===== config.mk =====
export PLATFORM = sky130hd
export DESIGN_NAME = sample_0_ext_mailbox_flat
export DESIGN_NICKNAME = d
export VERILOG_FILES = /design/src/rtl/sample_0_ext_mailbox_if.sv /design/src/rtl/sample_0_ext_mailbox.sv /design/src/flat_wrapper.sv
export SDC_FILE = /design/constraint.sdc
export NUM_CORES = 1
export LEC_CHECK = 0
export CAP_MARGIN = 30
export CORE_UTILIZATION = 45
export DETAILED_ROUTE_END_ITERATION = 7
export DONT_BUFFER_PORTS = 1
export PLACE_DENSITY = 0.6
export SYNTH_ARGS = -nofsm -noshare
export SYNTH_HDL_FRONTEND = slang
export SYNTH_SLANG_ARGS = --single-unit

===== constraint.sdc =====
create_clock -name clk -period 13.9 [get_ports clk]
set_clock_uncertainty 0.05 [all_clocks]
set_input_delay 0.695 -clock clk [delete_from_list [all_inputs] [get_ports clk]]
set_output_delay 0.695 -clock clk [all_outputs]
set_load 0.01 [all_outputs]

===== src/rtl/sample_0_ext_mailbox_if.sv =====
//------------------------------------------------------------------------------
// Module  : sample_0_ext_mailbox_if
// Purpose : Bus bundle between the sample_0 external-register window (master)
//           and a window target such as the mailbox (slave).
// Revision: 1.0 - initial release
//------------------------------------------------------------------------------
`default_nettype none

interface sample_0_ext_mailbox_if;
   logic        i_request;
   logic [7:0]  i_address;
   logic        i_direction;
   logic [31:0] i_write_data;
   logic        o_done;
   logic [31:0] o_read_data;
   logic [1:0]  o_status;

   modport master (
      output i_request, i_address, i_direction, i_write_data,
      input  o_done, o_read_data, o_status
   );

   modport slave (
      input  i_request, i_address, i_direction, i_write_data,
      output o_done, o_read_data, o_status
   );
endinterface

`default_nettype wire


===== src/rtl/sample_0_ext_mailbox.sv =====
//------------------------------------------------------------------------------
// Module  : sample_0_ext_mailbox
// Purpose : Mailbox on the sample_0 external-register window. A TX FIFO is
//           filled by register pushes and drained by a valid/ready stream; an
//           RX FIFO is filled by a stream and drained by register pops.
// Revision: 1.0 - initial release
//------------------------------------------------------------------------------
`default_nettype none

module sample_0_ext_mailbox #(
   parameter logic [7:0] BASE_ADDRESS = 8'h80,
   parameter int         DEPTH        = 8,
   parameter int         DATA_WIDTH   = 32
) (
   input  wire logic                  clk,
   input  wire logic                  rst,
   sample_0_ext_mailbox_if.slave      bus,
   output logic                       o_tx_valid,
   output logic [DATA_WIDTH-1:0]      o_tx_data,
   input  wire logic                  i_tx_ready,
   input  wire logic                  i_rx_valid,
   input  wire logic [DATA_WIDTH-1:0] i_rx_data,
   output logic                       o_rx_ready,
   output logic                       o_rx_irq
);

   localparam int PW = (DEPTH > 1) ? $clog2(DEPTH) : 1;
   localparam int CW = PW + 1;
   localparam logic [CW-1:0] C_FULL = CW'(DEPTH);
   localparam logic [1:0] C_OK  = 2'b00;
   localparam logic [1:0] C_ERR = 2'b10;

   typedef enum logic [0:0] {S_IDLE = 1'b0, S_RESP = 1'b1} state_t;

   state_t                state_q, state_d;
   logic [DATA_WIDTH-1:0] rdata_q, rdata_d;
   logic [1:0]            status_q, status_d;

   logic [DATA_WIDTH-1:0] tx_mem_q [DEPTH];
   logic [DATA_WIDTH-1:0] rx_mem_q [DEPTH];
   logic [PW-1:0]         tx_wr_q, tx_rd_q, rx_wr_q, rx_rd_q;
   logic [CW-1:0]         tx_cnt_q, tx_cnt_d, rx_cnt_q, rx_cnt_d;

   logic [7:0]  w_diff;
   logic [6:0]  w_off;
   logic        w_access;
   logic        w_tx_push, w_tx_pop, w_tx_flush;
   logic        w_rx_push, w_rx_pop, w_rx_flush;
   logic        w_tx_full, w_tx_empty, w_rx_full, w_rx_empty;
   logic [31:0] w_status_word;

   assign w_tx_full  = (tx_cnt_q == C_FULL);
   assign w_tx_empty = (tx_cnt_q == '0);
   assign w_rx_full  = (rx_cnt_q == C_FULL);
   assign w_rx_empty = (rx_cnt_q == '0);

   assign o_tx_valid = ~w_tx_empty;
   assign o_tx_data  = w_tx_empty ? '0 : tx_mem_q[tx_rd_q];
   assign o_rx_ready = ~w_rx_full;
   assign o_rx_irq   = ~w_rx_empty;

   assign bus.o_done      = (state_q == S_RESP);
   assign bus.o_read_data = rdata_q;
   assign bus.o_status    = status_q;

   assign w_status_word = {12'd0, w_rx_empty, w_rx_full, w_tx_empty, w_tx_full,
                           8'(rx_cnt_q), 8'(tx_cnt_q)};

   // Stream-side handshakes; flush on the same FIFO overrides them below.
   assign w_tx_pop  = o_tx_valid & i_tx_ready;
   assign w_rx_push = i_rx_valid & o_rx_ready;

   // Register decode: an access is performed in the IDLE cycle it is seen.
   always_comb begin
      w_diff     = bus.i_address - BASE_ADDRESS;
      w_off      = w_diff[6:0];
      w_access   = (state_q == S_IDLE) & bus.i_request;
      rdata_d    = rdata_q;
      status_d   = status_q;
      w_tx_push  = 1'b0;
      w_rx_pop   = 1'b0;
      w_tx_flush = 1'b0;
      w_rx_flush = 1'b0;
      if (w_access) begin
         rdata_d  = '0;
         status_d = C_OK;
         if (w_diff[7]) begin
            status_d = C_ERR;
         end else begin
            case (w_off)
               7'h00: begin
                  if (bus.i_direction) begin
                     if (w_tx_full) status_d  = C_ERR;
                     else           w_tx_push = 1'b1;
                  end
               end
               7'h04: begin
                  if (!bus.i_direction) begin
                     if (w_rx_empty) begin
                        status_d = C_ERR;
                     end else begin
                        w_rx_pop = 1'b1;
                        rdata_d  = rx_mem_q[rx_rd_q];
                     end
                  end
               end
               7'h08: begin
                  if (!bus.i_direction) rdata_d = w_status_word;
               end
               7'h0C: begin
                  if (bus.i_direction) begin
                     w_tx_flush = bus.i_write_data[0];
                     w_rx_flush = bus.i_write_data[1];
                  end
               end
               default: status_d = C_ERR;
            endcase
         end
      end
   end

   // Next-state logic: every access gets exactly one RESP (done) cycle.
   always_comb begin
      state_d = state_q;
      case (state_q)
         S_IDLE:  if (bus.i_request) state_d = S_RESP;
         S_RESP:  state_d = S_IDLE;
         default: state_d = S_IDLE;
      endcase
   end

   // FIFO occupancy: flush wins over any concurrent push or pop.
   always_comb begin
      tx_cnt_d = tx_cnt_q;
      rx_cnt_d = rx_cnt_q;
      case ({w_tx_push, w_tx_pop})
         2'b10:   tx_cnt_d = tx_cnt_q + CW'(1);
         2'b01:   tx_cnt_d = tx_cnt_q - CW'(1);
         default: tx_cnt_d = tx_cnt_q;
      endcase
      case ({w_rx_push, w_rx_pop})
         2'b10:   rx_cnt_d = rx_cnt_q + CW'(1);
         2'b01:   rx_cnt_d = rx_cnt_q - CW'(1);
         default: rx_cnt_d = rx_cnt_q;
      endcase
      if (w_tx_flush) tx_cnt_d = '0;
      if (w_rx_flush) rx_cnt_d = '0;
   end

   // FSM state and registered response.
   always_ff @(posedge clk or posedge rst) begin
      if (rst) begin
         state_q  <= S_IDLE;
         rdata_q  <= '0;
         status_q <= C_OK;
      end else begin
         state_q  <= state_d;
         rdata_q  <= rdata_d;
         status_q <= status_d;
      end
   end

   // FIFO pointers and counts; pointers wrap naturally modulo DEPTH.
   always_ff @(posedge clk or posedge rst) begin
      if (rst) begin
         tx_wr_q  <= '0;
         tx_rd_q  <= '0;
         tx_cnt_q <= '0;
         rx_wr_q  <= '0;
         rx_rd_q  <= '0;
         rx_cnt_q <= '0;
      end else begin
         tx_cnt_q <= tx_cnt_d;
         rx_cnt_q <= rx_cnt_d;
         if (w_tx_flush) begin
            tx_wr_q <= '0;
            tx_rd_q <= '0;
         end else begin
            if (w_tx_push) tx_wr_q <= tx_wr_q + PW'(1);
            if (w_tx_pop)  tx_rd_q <= tx_rd_q + PW'(1);
         end
         if (w_rx_flush) begin
            rx_wr_q <= '0;
            rx_rd_q <= '0;
         end else begin
            if (w_rx_push) rx_wr_q <= rx_wr_q + PW'(1);
            if (w_rx_pop)  rx_rd_q <= rx_rd_q + PW'(1);
         end
      end
   end

   // FIFO storage; contents are don't-care while not counted.
   always_ff @(posedge clk) begin
      if (w_tx_push && !w_tx_flush) tx_mem_q[tx_wr_q] <= bus.i_write_data;
      if (w_rx_push && !w_rx_flush) rx_mem_q[rx_wr_q] <= i_rx_data;
   end

endmodule

`default_nettype wire


===== src/flat_wrapper.sv =====
// flat-port wrapper written by rule: the top's interface ports become plain ports
module sample_0_ext_mailbox_flat 
#(
   parameter logic [7:0] BASE_ADDRESS = 8'h80,
   parameter int         DEPTH        = 8,
   parameter int         DATA_WIDTH   = 32
)
  (clk, rst, o_tx_valid, o_tx_data, i_tx_ready, i_rx_valid, i_rx_data, o_rx_ready, o_rx_irq, bus_i_request, bus_i_address, bus_i_direction, bus_i_write_data, bus_o_done, bus_o_read_data, bus_o_status);
  sample_0_ext_mailbox_if bus_i ();
  input  wire logic clk;
  input  wire logic rst;
  output logic o_tx_valid;
  output logic [DATA_WIDTH-1:0] o_tx_data;
  input  wire logic i_tx_ready;
  input  wire logic i_rx_valid;
  input  wire logic [DATA_WIDTH-1:0] i_rx_data;
  output logic o_rx_ready;
  output logic o_rx_irq;
  input wire logic [$bits(bus_i.i_request)-1:0] bus_i_request;
  input wire logic [$bits(bus_i.i_address)-1:0] bus_i_address;
  input wire logic [$bits(bus_i.i_direction)-1:0] bus_i_direction;
  input wire logic [$bits(bus_i.i_write_data)-1:0] bus_i_write_data;
  output wire logic [$bits(bus_i.o_done)-1:0] bus_o_done;
  output wire logic [$bits(bus_i.o_read_data)-1:0] bus_o_read_data;
  output wire logic [$bits(bus_i.o_status)-1:0] bus_o_status;
  assign bus_i.i_request = bus_i_request;
  assign bus_i.i_address = bus_i_address;
  assign bus_i.i_direction = bus_i_direction;
  assign bus_i.i_write_data = bus_i_write_data;
  assign bus_o_done = bus_i.o_done;
  assign bus_o_read_data = bus_i.o_read_data;
  assign bus_o_status = bus_i.o_status;
  sample_0_ext_mailbox #(.BASE_ADDRESS(BASE_ADDRESS), .DEPTH(DEPTH), .DATA_WIDTH(DATA_WIDTH)) u_core (.clk(clk), .rst(rst), .bus(bus_i), .o_tx_valid(o_tx_valid), .o_tx_data(o_tx_data), .i_tx_ready(i_tx_ready), .i_rx_valid(i_rx_valid), .i_rx_data(i_rx_data), .o_rx_ready(o_rx_ready), .o_rx_irq(o_rx_irq));
endmodule

== Yosys cells after proc, flatten, opt, wreduce, memory -nomap -nowiden ==
Memory sizes are Yosys's and may differ from the RTL's.
Index checks and enable logic that the tools add are counted.
W data, S select, Z words.

* Output and inout bits: 70
* Bits in writable memories: 512
* Memories: 2
* Register bits: 55

* Mux-type cells: 48
* Bitwise logic cells: 7
* Reduce and logical (&&, ||, !) cells: 14
* Add/sub/neg operators: 9
* Eq/ne operators: 9

{| class="wikitable"
|+ Memories
! memory !! depth !! bits a word !! read ports !! clocked after Yosys merged registers in !! wr ports !! line !! RTL
|-
| u_core.rx_mem_q || 8 || 32 || 1 || 0 || 1 || sample_0_ext_mailbox.sv:40 || <nowiki>logic [DATA_WIDTH-1:0] rx_mem_q [DEPTH];</nowiki>
|-
| u_core.tx_mem_q || 8 || 32 || 1 || 0 || 1 || sample_0_ext_mailbox.sv:39 || <nowiki>logic [DATA_WIDTH-1:0] tx_mem_q [DEPTH];</nowiki>
|}

{| class="wikitable"
|+ Operator list
! kind !! number
|-
| $mux W32 || 4
|-
| $pmux W32 S2 || 1
|-
| $mux W3 || 8
|-
| $mux W1 || 23
|-
| $mux W20 || 1
|-
| $pmux W4 S2 || 2
|-
| $eq A7 B4 Y1 const B || 2
|-
| $add A3 B1 Y3 const B || 4
|-
| $mux W2 || 5
|-
| $add A4 B1 Y4 const B || 2
|-
| $eq A4 B4 Y1 const B || 2
|-
| $logic_not A4 Y1 || 2
|-
| $mux W4 || 2
|-
| $reduce_bool A2 Y1 || 4
|-
| $sub A4 B1 Y4 const B || 2
|-
| $sub A8 B8 Y8 const B || 1
|-
| $eq A7 B3 Y1 const B || 1
|-
| $logic_not A7 Y1 || 1
|-
| $pmux W2 S3 || 1
|-
| $reduce_bool A3 Y1 || 2
|-
| $eq A2 B1 Y1 const B || 2
|-
| $eq A2 B2 Y1 const B || 2
|-
| $not A1 Y1 || 4
|-
| $and A1 B1 Y1 || 3
|-
| 4 further kinds || 6
|}

== Depth between registers and ports, before layout ==
Gate-level depths: netlist of the first run.

* Depth in word-level cells: 9
* Mapped depth: 13

== Worst setup path before layout of the first run ==
OpenSTA, ideal clock, no wires.

* Path kind: input -> register
* From: input port bus_i_address[1]
* To: memory u_core.tx_mem_q[1][0] (enable)
* Setup slack: 8.406 ns
* Buffers on the path: 1
* Required time: 13.348 ns
* Cell stages on the path: 5
* Data arrival time: 4.943 ns
* Cells stage by stage: nor4_4 nand2_4 or4_4 buf_6 nor4_1

* Longest elaborated chain between the ends: 9
* Elaborated cells on any way between the ends: 13
* Classes of those cells: add/sub: 1; eq/ne: 1; mux: 8; reduce/logical: 3

{| class="wikitable"
|+ RTL lines
! element !! line !! RTL
|-
| start, declared || flat_wrapper.sv:20 || <nowiki>input wire logic [$bits(bus_i.i_address)-1:0] bus_i_address;</nowiki>
|-
| $sub A8 B8 Y8 * || sample_0_ext_mailbox.sv:75 || <nowiki>w_diff = bus.i_address - BASE_ADDRESS;</nowiki>
|-
| $eq A7 B4 Y1 || sample_0_ext_mailbox.sv:90 || <nowiki>case (w_off)</nowiki>
|-
| $mux W1 || sample_0_ext_mailbox.sv:90 ||
|-
| $mux W1 || sample_0_ext_mailbox.sv:87 || <nowiki>if (w_diff[7]) begin</nowiki>
|-
| $mux W1 || sample_0_ext_mailbox.sv:84 || <nowiki>if (w_access) begin</nowiki>
|-
| $logic_not A1 Y1 || sample_0_ext_mailbox.sv:194 || <nowiki>if (w_tx_push && !w_tx_flush) tx_mem_q[tx_wr_q] <= bus.i_write_data;</nowiki>
|-
| $logic_and A1 B1 Y1 * || sample_0_ext_mailbox.sv:194 ||
|-
| $mux W1 * || sample_0_ext_mailbox.sv:194 ||
|-
| $mux W1 (not written as such) * || sample_0_ext_mailbox.sv:194 ||
|-
| end, declared || sample_0_ext_mailbox.sv:39 ||
|}

Mark *: on every way between the ends. The rest lies on a longest branch, timed or not.

== Worst setup path in the final report of the first run ==
* From: register u_core.tx_rd_q[0]
* To: output port o_tx_data[19]

* Longest elaborated chain between the ends: 2

{| class="wikitable"
|+ RTL lines
! element !! line !! RTL
|-
| start, declared || sample_0_ext_mailbox.sv:41 || <nowiki>logic [PW-1:0] tx_wr_q, tx_rd_q, rx_wr_q, rx_rd_q;</nowiki>
|-
| start signal, assigned || sample_0_ext_mailbox.sv:180 || <nowiki>if (w_tx_pop) tx_rd_q <= tx_rd_q + PW'(1);</nowiki>
|-
| $mem_v2 Z8 W32 || - ||
|-
| $mux W32 || sample_0_ext_mailbox.sv:58 || <nowiki>assign o_tx_data = w_tx_empty ? '0 : tx_mem_q[tx_rd_q];</nowiki>
|-
| end, declared || flat_wrapper.sv:13 || <nowiki>output logic [DATA_WIDTH-1:0] o_tx_data;</nowiki>
|}

Every way passes these cells.

==> flow_summary.json, run 1 <==
{
  "synth-edff-count": 512,
  "grt_max_degree": 66,
  "crit_path_top_delay_cell": "dfrtp_4",
  "io_buffers": 0,
  "yosysSeqAreaShare_pct": 76.1,
  "hold_path_class": "input port to flop",
  "crit_path_end_kind": "output port",
  "post_cts_buffers": 0,
  "antenna_found_initial": 0,
  "fin_ws_ns": 10.00,
  "ios": 148,
  "clock-sinks": 566,
  "fp-row-count": 80,
  "die_area_sq_mm": 0.0497,
  "intPower_uw": 3180,
  "netSwitchingPower_uw": 1140,
  "wire_per_inst_um": 25.8,
  "clk_path_buf_depth": 3,
  "worstMarginPinSlew_ns": 0.996,
  "crit_arrival_ns": 3.15,
  "crit_path_max_fanout": 35,
  "area_growth_pct": 12.1,
  "cts_made_buffers": 56,
  "cp-start-kind": "flop",
  "comb_power_share_pct": 16.1,
  "crit_path_cell_trace": "buf_4, mux4_2, mux2i_1, nor2_1",
  "root_buffer": "clkbuf_16",
  "asyncSetResetFlopFracSynth_pct": 9.54,
  "ant_nets": 0,
  "drc_errors": 0,
  "dp.cells": 1637,
  "layout-drive-gt1-share_pct": 25.0,
  "max_cap_violations": 0,
  "gp_congestion": 0.731,
  "start_util_pct": 45.8,
  "layout_min_cycle_time_ns": 3.90,
  "num_vias": 10003,
  "yosys_warnings": 0,
  "slew-limit-headroom_pct": 33.6,
  "synthFlopType": "edfxtp_1",
  "firstDrtPassIters": 5,
  "peakVddDrop_mv": 0.110,
  "min_period_over_period_pct": 28.0,
  "routed_via_density": 5.75,
  "diodes": 0,
  "fin_cells": 1740,
  "grt_pass1_wl_um": 66500,
  "rsz0062_at_grt": "no",
  "syn-num-nets": 1147,
  "postSynthCellCount": 1057,
  "clk_pin_slew_ns": 0.06,
  "preCtsSetupSlack_ns": 10.04,
  "drt_iter0_drc": 529,
  "cts_tree": "built",
  "timing.setup.tns_ns": 0,
  "wl_um": 44900,
  "nFillCells": 3762,
  "hold_viol_final": 0,
  "p_clk_share_pct": 34.9,
  "status": "complete, no violations",
  "synth_area_sq_mm": 0.0220,
  "p_leak_uw": 0.00793,
  "cts_resized": 0,
  "core_sq_mm": 0.0479,
  "path_class": "flop to output port",
  "die_w_um": 223,
  "dp_hpwl_um": 23700,
  "p_seq_share_pct": 49.0,
  "setup_viol": 0,
  "worstPathRequired_ns": 13.15,
  "die_height_um": 223,
  "grt_util_all_layers_pct": 18.3,
  "fmax_ghz": 0.257,
  "cts_hold_buffers": 0,
  "nets": 1170,
  "cellPowerDensity_mw_per_mm2": 175,
  "switching_share_pct": 26.3,
  "synth-seq-cells": 566,
  "yosysUniqueCellTypes": 45,
  "cts_htree_levels": 2,
  "syn-mean-instance-area_sq_um": 20.8,
  "overflow": 0,
  "slowest_delay_ns": 0.92,
  "slew_viol_final": 0,
  "clock_latency_ns": 0.61,
  "grt_pass1_vias": 10457
}
final timing paths:
| check | from | endpoint | slack [ns] | cells after the start |
|---|---|---|---|---|
| setup / recovery | u_core.tx_rd_q[0] | o_tx_data[19] | 10.00 | 4 |
| hold / removal | i_rx_data[2] | u_core.rx_mem_q[5][2] | 0.12 | 0 |
| setup reg to reg | u_core.bus.o_done | u_core.rx_cnt_q[3] | 10.42 | 10 |
| hold reg to reg | u_core.bus.o_read_data[5] | u_core.bus.o_read_data[5] | 0.52 | 2 |
| max in group asynchronous | rst | u_core.rx_rd_q[1] | 12.97 | 2 |
| min in group asynchronous | rst | u_core.bus.o_read_data[5] | 0.17 | 2 |
registers in the layout (all words and copies together), names as in the netlist:
register / flops
u_core.bus.o_read_data: 32
u_core.rx_wr_q: 3
u_core.rx_cnt_q: 4
u_core.tx_wr_q: 3
u_core.tx_cnt_q: 4
u_core.bus.o_status: 1
u_core.bus.o_done: 1
u_core.tx_mem_q: 256
u_core.rx_mem_q: 256
u_core.tx_rd_q: 3
u_core.rx_rd_q: 3
worst max-delay path: cells and delay by family (launching register included):
family / cells / cell delay [ns]
buf+inv: 1 / 0.65
flops: 1 / 0.92
mux: 2 / 0.82
simple gates: 1 / 0.12
routing by layer:
layer  vias up  track usage (%)  wire length, um
li1       4363                -                -
met1      5322             23.3            18500
met2       258             30.9            22600
met3        60             5.08             3110
met4         0             4.76              744
met5         -                0                0
through the flow:
stage / hold slack, ns / utilization [%] / total power, uW / cell area [sq um]
floorplan: 0.473 / - / 2660 / 22000
global placement: 0.500 / 47.5 / 2860 / 22800
detailed placement: 0.507 / 47.5 / 2870 / 22800
CTS: 0.0913 / 51.4 / 4380 / 24600
global route: 0.0966 / 51.4 / 4490 / 24600
finish: 0.125 / 51.4 / 4320 / 24600
Yosys cell counts, types with 2 or more instances:
cell,number,share of area (%)
clkbuf_1,32,0.55
nand2b_1,7,0.20
nor3b_1,2,0.068
o211a_1,2,0.091
and4_2,2,0.091
nand2_1,28,0.48
o21ai_1,29,0.66
ha_1,12,0.68
nor4_1,7,0.20
nor2_1,55,0.94
nor4bb_1,2,0.091
nand3_1,7,0.16
edfxtp_1,512,70
buf_2,14,0.32
buf_1,10,0.17
o21ai_0,6,0.14
a21oi_1,4,0.091
and4_1,4,0.16
or4b_2,2,0.091
xnor2_1,4,0.16
mux2i_1,72,3.3
a31o_2,2,0.080
a22oi_1,11,0.38
xor2_1,8,0.32
nand4_1,4,0.11
dfrtp_1,54,6.1
mux4_2,128,13
nor3_1,5,0.11
or4_4,2,0.10
a211oi_1,4,0.14
buf_6,4,0.20
inv_1,9,0.15
layout make-up:
cell class	count	area, sq um	area share (%)
clock buffer	68	1490	6.03
clock inverter	35	363	1.47
inverter	9	33.8	0.137
multi-input combinational	421	5060	20.5
sequential	566	16700	67.9
tap	615	769	3.12
timing repair buffer	26	195	0.792
placed cells by master (no fill, tap or decap), types with 2 or more instances in the layout:
| cell | synthesis | final |
|---|---|---|
| mux4_2 | 128 | 128 |
| dfrtp_2 | 0 | 4 |
| xor2_1 | 8 | 8 |
| dfrtp_4 | 0 | 2 |
| nor2_1 | 55 | 49 |
| a21oi_1 | 4 | 4 |
| edfxtp_1 | 512 | 512 |
| o21ai_0 | 6 | 6 |
| clkbuf_8 | 0 | 4 |
| a211oi_1 | 4 | 4 |
| nand3_1 | 7 | 7 |
| inv_1 | 9 | 8 |
| clkinv_2 | 0 | 14 |
| and4_2 | 2 | 2 |
| or4b_2 | 2 | 2 |
| a22oi_1 | 11 | 11 |
| nand2_1 | 28 | 28 |
| bufinv_16 | 0 | 6 |
| clkinv_1 | 0 | 7 |
| xnor2_1 | 4 | 4 |
| or4_4 | 2 | 2 |
| o211a_1 | 2 | 2 |
| mux2i_1 | 72 | 72 |
| clkbuf_1 | 32 | 8 |
| clkbuf_16 | 0 | 56 |
| ha_1 | 12 | 12 |
| nor4_4 | 1 | 2 |
| dfrtp_1 | 54 | 48 |
| buf_4 | 1 | 26 |
| clkinvlp_4 | 0 | 4 |
| a31o_2 | 2 | 2 |
| nor3b_1 | 2 | 2 |
| o21ai_1 | 29 | 29 |
| nand4_1 | 4 | 4 |
| nand2b_1 | 7 | 6 |
| and4_1 | 4 | 4 |
| nor2_4 | 0 | 6 |
| nor3_2 | 0 | 4 |
| nor4_2 | 1 | 6 |
kinds of logic (layout without fill, tap and decap cells):
| group | count (synthesis) | after routing | synth area share [%] |
|---|---|---|---|
| other cells | 1 | 1 | 0.0171 |
| flops | 566 | 566 | 76.1 |
| xor+xnor | 12 | 12 | 0.478 |
| simple gates | 135 | 135 | 3.19 |
| fa+ha+maj | 12 | 12 | 0.683 |
| mux | 200 | 200 | 16.4 |
| buf+inv | 70 | 138 | 1.43 |
| compound gates | 61 | 61 | 1.70 |
power groups by stage:
stage	logic, uW	clock network, uW	registers, uW
after floorplan	596	0	2070
after global placement	706	0	2150
after detailed placement	709	0	2160
after CTS	711	1540	2130
after global routing	751	1600	2140
final	694	1510	2120
No activity file was read; power rests on OpenSTA's default activity.
==> run 2: changes to the inputs <==
- clock period: 13.9 -> 3.75 ns (I/O delays scaled with it)
==> flow_summary.json, run 2 (synthesis gave the netlist of run 1 again) <==
{
  "grt_max_degree": 57,
  "root_buffer": "clkbuf_16",
  "fin_cells": 1829,
  "crit_arrival_ns": 3.83,
  "wl_um": 45000,
  "crit_path_top_delay_cell": "nor4bb_2",
  "ios": 148,
  "die_height_um": 223,
  "r2r_end": "u_core.rx_cnt_q[3]",
  "antenna_found_initial": 4,
  "clock-sinks": 566,
  "core_sq_mm": 0.0479,
  "crit_path_cell_trace": "nor4bb_2, nand2_4, or4_4, inv_1, ha_1, ha_1, a31o_2, a211oi_1, mux2i_1",
  "setup_viol": 0,
  "clock_latency_ns": 0.63,
  "drt_iter0_drc": 694,
  "overflow": 0,
  "worstMarginPinSlew_ns": 0.951,
  "endpoint": "u_core.rx_cnt_q[3]",
  "area_growth_pct": 16.9,
  "crit_path_max_fanout": 5,
  "wire_per_inst_um": 24.6,
  "gp_congestion": 0.731,
  "crit_path_end_kind": "flop",
  "layout_min_cycle_time_ns": 3.37,
  "min_period_over_period_pct": 89.7,
  "worstSetupPathDepth": 9,
  "cpMostUsedCell": "ha_1",
  "ant_nets": 0,
  "peakVddDrop_mv": 0.409,
  "worstPathRequired_ns": 4.21,
  "cts_htree_levels": 2,
  "p_leak_uw": 0.00832,
  "rsz0062_at_grt": "no",
  "r2r-start": "u_core.bus.o_done",
  "path_class": "flop to flop",
  "cellPowerDensity_mw_per_mm2": 626,
  "seq_area_sq_mm": 0.0167,
  "fin_ws_ns": 0.385,
  "critPathTopFamily": "simple AND/OR/NAND/NOR gates",
  "cts_tree": "built",
  "start_util_pct": 45.8,
  "max_cap_violations": 0,
  "drc_errors": 0,
  "post_cts_buffers": 0,
  "fp-row-count": 80,
  "timing.setup.tns_ns": 0,
  "dp_hpwl_um": 25600,
  "slew-limit-headroom_pct": 36.4,
  "die_w_um": 223,
  "multi_input_area_sq_mm": 0.00512,
  "slew_viol_final": 0,
  "status": "complete, no violations",
  "cp-start-kind": "flop",
  "clk_path_buf_depth": 3,
  "firstDrtPassIters": 5,
  "routed_via_density": 5.64,
  "hold_viol_final": 0,
  "fmax_ghz": 0.297,
  "die_area_sq_mm": 0.0497,
  "grt_util_all_layers_pct": 18.5,
  "final_common_cell": "edfxtp_1",
  "reg2reg_slack_ns": 0.38,
  "num_vias": 10314,
  "crit_start": "u_core.bus.o_done",
  "cts_made_buffers": 56,
  "hold_path_class": "input port to flop",
  "slowest_delay_ns": 0.71,
  "reg2reg_depth": 9,
  "mostFrequentLayoutCells": "edfxtp_1, mux4_2, dlygate4sd3_1, mux2i_1, clkbuf_16",
  "path_buf_inv": 1,
  "finish.utilization_pct": 53.6,
  "holdPathStages": 4,
  "nets": 1255,
  "nFillCells": 3671,
  "grt_pass1_wl_um": 67900,
  "io_buffers": 0,
  "layout-drive-gt1-share_pct": 23.6,
  "dp.cells": 1644,
  "preCtsSetupSlack_ns": 0.493,
  "clk_pin_slew_ns": 0.06,
  "grt_pass1_vias": 10809
}
run 2: cell types whose count changed in the layout (fill, tap and decap cells not counted), sizes merged, moves of 2 or more:
| cell | before | now |
|---|---|---|
| bufinv | 6 | 3 |
| inv | 12 | 10 |
| dlygate4sd3 | 0 | 78 |
| clkinv | 22 | 27 |
| buf | 26 | 33 |
| clkbuf | 68 | 72 |
run 2: per-layer routing:
metal	wire, um	up-vias	GRT usage, %
li1	-	4539	-
met1	19100	5448	24.5
met2	22400	244	31.0
met4	1050	4	5.29
met3	2390	79	3.92
met5	27	-	0
run 2: where the power goes:
part	total, uW	internal [uW]	switching, uW
Combinational	2830	1270	1560
Sequential	7810	7400	409
Clock	5460	3130	2330
Total	16100	11800	4300
run 2: per-stage QoR:
stage	hold slack (ns)	power [uW]	cell area (sq um)
3_3_place_gp	0.136	10600	23100
3_5_place_dp	0.142	10700	23100
5_1_grt	0.0158	16700	25700
4_1_cts	0.000548	16300	25700
2_1_floorplan	0.236	9870	22000
6_report	0.0309	16100	25700
run 2: how the worst min path moves through the flow:
stage                                 endpoint              from  slack (ns)
floorplan                u_core.rx_mem_q[0][0]      i_rx_data[0]        0.24
global placement    u_core.bus.o_read_data[31]               rst        0.14
detailed placement  u_core.bus.o_read_data[31]               rst        0.14
CTS                          u_core.rx_rd_q[0]  bus_i_address[3]      0.0005
global route                 u_core.rx_rd_q[0]  bus_i_address[3]        0.02
finish                       u_core.tx_wr_q[0]  bus_i_address[2]        0.03
run 2: layout make-up:
cell class	instances	area share, %
flip-flops and latches	566	65.1
inverters	9	0.131
clock inverters	34	1.17
multi-input cells	421	19.9
repair buffers	111	4.63
diodes	1	0.00974
well taps	615	2.99
clock buffers	72	6.00
run 2: repair_timing:
item / in CTS / in global routing
resized for setup: 0 / 0
hold buffers: 78 / 0
hold endpoints to repair: 554 / 0
run 2: worst min-delay path: cells and delay by family:
family	cells	cell delay [ns]
simple gates	3	0.38
compound gates	1	0.07
==> run 3: changes to the inputs <==
--- a/config.mk
+++ b/config.mk
@@ -10,5 +10,6 @@
 export DETAILED_ROUTE_END_ITERATION = 7
 export DONT_BUFFER_PORTS = 1
-export PLACE_DENSITY = 0.6
+export PLACE_DENSITY = 0.62
+export SKIP_CTS_REPAIR_TIMING = 1
 export SYNTH_ARGS = -nofsm -noshare
 export SYNTH_HDL_FRONTEND = slang
==> constraint.sdc (replaced) <==
create_clock -name clk -period 3 [get_ports clk]
set_clock_uncertainty 0.05 [all_clocks]
set_input_delay 0.15 -clock clk [delete_from_list [all_inputs] [get_ports clk]]
set_output_delay 0.15 -clock clk [all_outputs]
set_load 0.05 [all_outputs]
==> flow_summary.json, run 3 (synthesis gave the netlist of run 1 again) <==
{
  "status": "complete, but fails checks",
  "violations": "negative hold slack",
  "slew-limit-headroom_pct": 40.0,
  "cp-start-kind": "flop",
  "hold_path_class": "input port to flop",
  "wl_um": 46000,
  "netSwitchingPower_uw": 6710,
  "place_area_sq_mm": 0.0236,
  "final_common_cell": "edfxtp_1",
  "p_seq_share_pct": 42.9,
  "ant_nets": 0,
  "routed_via_density": 5.66,
  "max_cap_violations": 0,
  "intPower_uw": 15800,
  "nets": 1310,
  "layout-drive-gt1-share_pct": 27.0,
  "fin_cells": 1887,
  "hold_viol_final": 2,
  "clk_path_buf_depth": 3,
  "slew_viol_final": 0,
  "io_buffers": 0,
  "ios": 148,
  "grt_max_degree": 57,
  "seq_area_sq_mm": 0.0167,
  "dp.cells": 1690,
  "finish.utilization_pct": 55.1,
  "area_growth_pct": 20.2,
  "rsz0062_at_grt": "no",
  "dp_hpwl_um": 25800,
  "fp-row-count": 80,
  "die_w_um": 223,
  "setup_viol": 0,
  "layout_min_cycle_time_ns": 2.85,
  "core_sq_mm": 0.0479,
  "clock_latency_ns": 0.62,
  "hold_ws_ns": -0.0182,
  "die_area_sq_mm": 0.0497,
  "crit_path_end_kind": "flop",
  "timing.setup.tns_ns": 0,
  "min_period_over_period_pct": 95.2,
  "drc_errors": 0,
  "root_buffer": "clkbuf_16",
  "grt_pass1_vias": 10949,
  "cts_tree": "built",
  "num_vias": 10683,
  "worstMarginPinSlew_ns": 0.900,
  "clk_pin_slew_ns": 0.06,
  "mostFrequentLayoutCells": "edfxtp_1, mux4_2, dlygate4sd3_1, mux2i_1",
  "p_leak_uw": 0.00870,
  "p_clk_share_pct": 32.5,
  "wire_per_inst_um": 24.4,
  "overflow": 0,
  "drt_iter0_drc": 762,
  "firstDrtPassIters": 5,
  "peakVddDrop_mv": 0.541,
  "crit_arrival_ns": 3.33,
  "worstPathRequired_ns": 3.48,
  "final_area_sq_mm": 0.0264,
  "crit_path_max_fanout": 6,
  "comb_power_share_pct": 24.6,
  "start_util_pct": 45.8,
  "multi_input_area_sq_mm": 0.00516,
  "grt_pass1_wl_um": 68100,
  "cellPowerDensity_mw_per_mm2": 853,
  "cts_made_buffers": 57,
  "gp_congestion": 0.736,
  "antenna_found_initial": 6,
  "grt_util_all_layers_pct": 18.5,
  "nFillCells": 3592,
  "cts_htree_levels": 2,
  "clock-sinks": 566,
  "path_class": "flop to flop",
  "fmax_ghz": 0.350,
  "switching_share_pct": 29.8,
  "die_height_um": 223
}
run 3: cell types whose count changed in the layout (fill, tap and decap cells not counted), sizes merged:
| cell | previous run | this run |
|---|---|---|
| buf | 33 | 82 |
| clkbuf | 72 | 76 |
| clkinvlp | 3 | 0 |
| diode | 1 | 4 |
| bufinv | 3 | 8 |
| dlygate4sd3 | 78 | 83 |
| clkinv | 27 | 22 |
run 3: worst paths after layout:
kind,depth (start not counted),from,slack (ns),endpoint
setup / recovery,10,u_core.bus.o_done,0.15,u_core.rx_cnt_q[3]
hold / removal,4,bus_i_address[2],-0.02,u_core.tx_wr_q[0]
max in group asynchronous,4,rst,1.41,u_core.bus.o_read_data[7]
hold reg to reg,2,u_core.rx_cnt_q[3],0.56,u_core.rx_cnt_q[3]
min in group asynchronous,4,rst,0.54,u_core.bus.o_read_data[3]
setup reg to reg,10,u_core.bus.o_done,0.15,u_core.rx_cnt_q[3]
run 3: routing by layer:
metal | wire length (um) | global-route usage (%) | up-vias
met1 | 19200 | 23.8 | 5660
met5 | 46 | 0 | -
met4 | 870 | 4.85 | 8
li1 | - | - | 4660
met2 | 23000 | 30.9 | 275
met3 | 2870 | 5.29 | 80
run 3: layout make-up:
type | count | share of cell area [%]
Clock buffer | 76 | 5.94
Multi-Input combinational cell | 421 | 19.5
Sequential cell | 566 | 63.4
Clock inverter | 31 | 1.52
Timing Repair Buffer | 165 | 6.59
Inverter | 9 | 0.128
Antenna cell | 4 | 0.0379
Tap cell | 615 | 2.91
run 3: critical path, cell delays in order, from the launching register on:
cell      delay [ns]
dfrtp_2         0.41
nor4bb_2        0.27
buf_4           0.22
nand2_4         0.07
or4_4           0.53
inv_1           0.09
ha_1            0.18
ha_1            0.28
a31o_2          0.26
a211oi_2        0.21
mux2i_1         0.20
run 3: power by group through the flow:
stage | logic (uW) | registers, uW | clock network [uW]
after floorplan | 3940 | 9580 | 0
after global placement | 5350 | 9830 | 0
after detailed placement | 5380 | 9870 | 0
after CTS | 5390 | 9710 | 7480
after global routing | 5920 | 9730 | 7750
final | 5560 | 9660 | 7330
run 3: per-stage QoR:
stage	setup WS [ns]	total power, uW
3_3_place_gp	0.203	15200
6_report	0.145	22500
5_1_grt	0.0206	23400
3_5_place_dp	0.134	15200
2_1_floorplan	-0.473	13500
4_1_cts	0.0700	22600
